### src/rtl/sr_debounce_driver.sv
`default_nettype none
// ============================================================================
//  Module      : sr_debounce_driver
//  Description : Turns an asynchronous, bouncy push-button or slide-switch
//                input into a clean level that is synchronous to clk_sig.
//                It also produces one-cycle set/reset pulses that drive the
//                s/r inputs of a downstream clocked SR flop directly.
//  Revision    : 1.0  - initial release
// ----------------------------------------------------------------------------
//  Parameters
//    STABLE_COUNT : consecutive synchronized cycles that must disagree with
//                   the clean level before it flips (1 .. 2^CNT_W-1)
//    CNT_W        : stability counter width; must hold STABLE_COUNT-1
//  Ports
//    clk_sig : system clock, rising-edge active
//    rst     : synchronous, active-high reset
//    raw_in  : asynchronous bouncy input
//    level   : debounced, synchronized level (usable as a D-flop input)
//    s       : one-cycle pulse on a level 0->1 change
//    r       : one-cycle pulse on a level 1->0 change
// ============================================================================
module sr_debounce_driver #(
    parameter int STABLE_COUNT = 4,
    parameter int CNT_W        = 16
) (
    input  logic clk_sig,
    input  logic rst,
    input  logic raw_in,
    output logic level,
    output logic s,
    output logic r
);

    // Terminal count: the flip happens on the edge that sees the counter here.
    localparam logic [CNT_W-1:0] c_LAST = CNT_W'(STABLE_COUNT - 1);

    logic             r_sync1;
    logic             r_sync2;
    logic [CNT_W-1:0] r_cnt;
    logic             r_level;
    logic             r_s;
    logic             r_r;

    logic             w_differ;
    logic             w_done;

    // Only the second synchronizer stage is allowed past the chain.
    assign w_differ = r_sync2 ^ r_level;
    assign w_done   = w_differ && (r_cnt == c_LAST);

    always_ff @(posedge clk_sig) begin
        if (rst) begin
            r_sync1 <= 1'b0;
            r_sync2 <= 1'b0;
            r_cnt   <= '0;
            r_level <= 1'b0;
            r_s     <= 1'b0;
            r_r     <= 1'b0;
        end else begin
            r_sync1 <= raw_in;
            r_sync2 <= r_sync1;
            r_s     <= 1'b0;
            r_r     <= 1'b0;
            if (!w_differ) begin
                // Any return to the current level discards the partial count.
                r_cnt <= '0;
            end else if (w_done) begin
                r_level <= r_sync2;
                r_cnt   <= '0;
                // The direction of the change picks exactly one pulse, so
                // s and r can never be high together.
                r_s     <= r_sync2;
                r_r     <= ~r_sync2;
            end else begin
                r_cnt <= r_cnt + CNT_W'(1);
            end
        end
    end

    assign level = r_level;
    assign s     = r_s;
    assign r     = r_r;

endmodule
`default_nettype wire

### config.mk
export PLATFORM = sky130hd
export DESIGN_NAME = sr_debounce_driver
export DESIGN_NICKNAME = d
export VERILOG_FILES = /design/src/rtl/sr_debounce_driver.sv
export SDC_FILE = /design/constraint.sdc
export NUM_CORES = 1
export LEC_CHECK = 0
export BUFFER_PORTS_ARGS = -buffer_cell sky130_fd_sc_hd__clkbuf_2
export CAP_MARGIN = 25
export CORE_UTILIZATION = 50
export CTS_CLUSTER_SIZE = 25
export DETAILED_ROUTE_END_ITERATION = 12
export HOLD_SLACK_MARGIN = 0.15
export PLACE_DENSITY_LB_ADDON = 0.25
export SLEW_MARGIN = 25
export SYNTH_ARGS = -nofsm -noshare
export SYNTH_HDL_FRONTEND = slang
export SYNTH_SLANG_ARGS = --single-unit
### constraint.sdc
create_clock -name clk_sig -period 3.8 [get_ports clk_sig]
set_clock_uncertainty 0.05 [all_clocks]
set_input_delay 0.57 -clock clk_sig [delete_from_list [all_inputs] [get_ports clk_sig]]
set_output_delay 0.57 -clock clk_sig [all_outputs]
set_load 0.005 [all_outputs]
==> metrics.txt <==
gr usage total around 18%; ys flop type dfxtp_1; setup TNS 0 ns; Worst-path clk slew between 0.1 and 0.15 ns; Post-CTS Setup Bufs 0; initial DRC count 5; CP startpoint kind register; Clock Path Buffers 2; # setup viols final 0; Clk Latency, worst-skew pair between 0.3 and 0.4 ns; Initial Utilization between 50% and 60%; overall power roughly 340 uW; Simple-Gate Fraction of Synth Area 34.7%; Synthesized Nets 97; Hold Crit Depth 1; PortBufs 5; HP Class register to register; Pre-antenna DRT Iters 4; Remaining DRCs 0; Lkg Pwr ~0.00032 uW; die area approximately 2000 um^2; most numerous cell in the Yosys netlist dfxtp_1; htree depth 1; Post-synth ARST share 0%; hold buffer count at CTS 0; Synth Area in XOR/XNOR around 14%; Num CTS Buffers 3; clock root cell clkbuf_4; period utilization a little over two fifths; layout cells sized above 1 20.2%; synthesized instance count 93; hold path start r_sync1$_SDFF_PP0_; leading area contributor after synthesis dfxtp_1; largest net degree at the start of global routing 16; # Max-Cap Violations 0; Die Span X between 40 and 50 um; worst-path fanout max 15; number of distinct library cells after synthesis 24; Crit path required time between 3 and 4 ns; post-route cell area roughly 980 um^2; RePlAce Congestion approximately 0.75; Final min period around 1.6 ns; Max-slew headroom 79.0%; area occupied by multi-input gates ~480 um^2; Storage cell area 420 um^2; pwr dens ~340 nW/um^2; post-detail-place hpwl around 1.1 mm; core area 1730 um^2; Vias/cell 5.29; RSZ-0062 raised after global routing false; main combinational cell family by area after synthesis simple AND/OR/NAND/NOR gates; Critical Path Start r_cnt[0]$_SDFF_PP0_; Critical Path End Type register; Die Y-Extent around 45 um; Routed Antenna Nets 0; status finished clean; TritonCTS clock tree done; Synth Area in Compound Gates 0%; Worst R2R Path Depth 5; Fin. Hold Viols 0; initial antenna violation count 0; WHS between 0.4 and 0.5 ns; Least-Margin Pin Slew roughly 0.31 ns; mux share of post-synthesis cell area about 1.1%; total grt overflow 0; Avg Cell Area, Syn ~10 um^2; Cell Rows 15; nets roughly 100; number of synthesized register bits 21; share of the synthesized area in the top cell type between 40 and 50%; Clock Sinks 21; via count approximately 660; wirelength, routed around 1.5 mm; vias in the first global route 582; r2r setup slk between 2 and 2.5 ns; Fillers 180; IO Pins 6; RR Endpoint r_cnt[4]$_SDFF_PP0_; kind of critical path register to register; post-synthesis sequential area ratio between 40% and 50%; top cells by count, synth dfxtp_1 (21), nor2_1 (16), xnor2_1 (8), xor2_1 (7), nand4_1 (5); number of flops mapped to enable cells by yosys 0; CTS-repair resized insts 0; Post-DP Area approximately 950 um^2; largest cells by area after synthesis dfxtp_1 (45%), xnor2_1 (7.6%), xor2_1 (6.6%), nor2_1 (6.5%), nand4_1 (3.4%); first-pass GRT wire length around 2.6 mm; Fmax roughly 620 MHz; Post-Synth Adder-Cell Area between 1 and 1.5%; peak supply drop 206 uV; Worst EP arrival around 1.8 ns; Post-Syn Area between 900 and 1000 um^2; # diodes 0; drt wl/cell between 10 and 15 um; fin. max-slew vios 0; synth warn 0; Hold Path Sink r_sync2$_SDFF_PP0_; Area growth syn-to-layout 6.08%; r2r startpoint r_cnt[0]$_SDFF_PP0_
flip-flops by register name, summed over array words and instances, names as in the netlist:
name     flops
level        1
s            1
r_cnt       16
r_sync2      1
r            1
r_sync1      1
cell families (layout without fill, tap and decap cells):
logic type                 after synthesis  after routing
DFF                                     21             21
buffers and inverters                    3              9
muxes                                    1              1
and+or+nand+nor                         52             52
adders and majority gates                1              1
xor gates and xnor gates                15             15
critical path: stages, from the launching register on:
cell,delay (ns)
dfxtp_1,0.39
ha_1,0.23
nor4b_2,0.24
nand4_2,0.22
nand2_2,0.30
nor2_1,0.09
cell usage in the layout, fill, tap and decap left out:
| cell | n |
|---|---|
| and2_1 | 1 |
| and3_1 | 1 |
| and4_1 | 2 |
| and4_2 | 2 |
| and4b_1 | 1 |
| clkbuf_2 | 5 |
| clkbuf_4 | 3 |
| clkinvlp_4 | 1 |
| dfxtp_1 | 21 |
| ha_1 | 1 |
| mux2i_1 | 1 |
| nand2_1 | 3 |
| nand2_2 | 2 |
| nand3_1 | 4 |
| nand4_1 | 5 |
| nand4_2 | 1 |
| nor2_1 | 16 |
| nor2_2 | 2 |
| nor2b_1 | 2 |
| nor3_1 | 3 |
| nor4_1 | 3 |
| nor4_2 | 2 |
| nor4b_2 | 2 |
| xnor2_1 | 8 |
| xor2_1 | 7 |
per-stage QoR:
| stage | worst slack (ns) | std cells | util [%] |
|---|---|---|---|
| after floorplan | 2.33 | 93 | - |
| after global placement | 2.22 | 120 | 55.1 |
| after detailed placement | 2.15 | 120 | 55.1 |
| after CTS | 2.14 | 124 | 56.9 |
| after global routing | 2.01 | 124 | 56.9 |
| final | 2.18 | 124 | 56.9 |
worst max path at each step:
stage	depth (start not counted)	to
6_report	5	r_cnt[4]$_SDFF_PP0_
3_5_place_dp	5	r_cnt[4]$_SDFF_PP0_
5_1_grt	5	r_cnt[4]$_SDFF_PP0_
3_3_place_gp	5	r_cnt[4]$_SDFF_PP0_
4_1_cts	5	r_cnt[4]$_SDFF_PP0_
2_1_floorplan	6	r_cnt[5]$_SDFF_PP0_
area by class of cell:
class	instances	area share (%)
clock inverter	1	0.764
tap	25	3.18
sequential	21	42.8
timing repair buffer	5	2.55
multi-input combinational	69	48.4
clock buffer	3	2.29
per-layer routing:
layer	global-route usage (%)	up-vias	wire length, um	share of wire, %
met4	5.45	0	15	1.0
met2	29.9	7	731	49
met3	7.20	2	38	2.5
met1	21.0	307	709	47
met5	0	-	0	0
li1	-	340	-	-
power breakdown:
part	switching, uW	total (uW)	internal (uW)
clock	68.5	109	40.1
combinational	2.97	5.01	2.04
sequential	0.889	222	221
total	72.4	336	264
(Power assumes the default switching activity.)
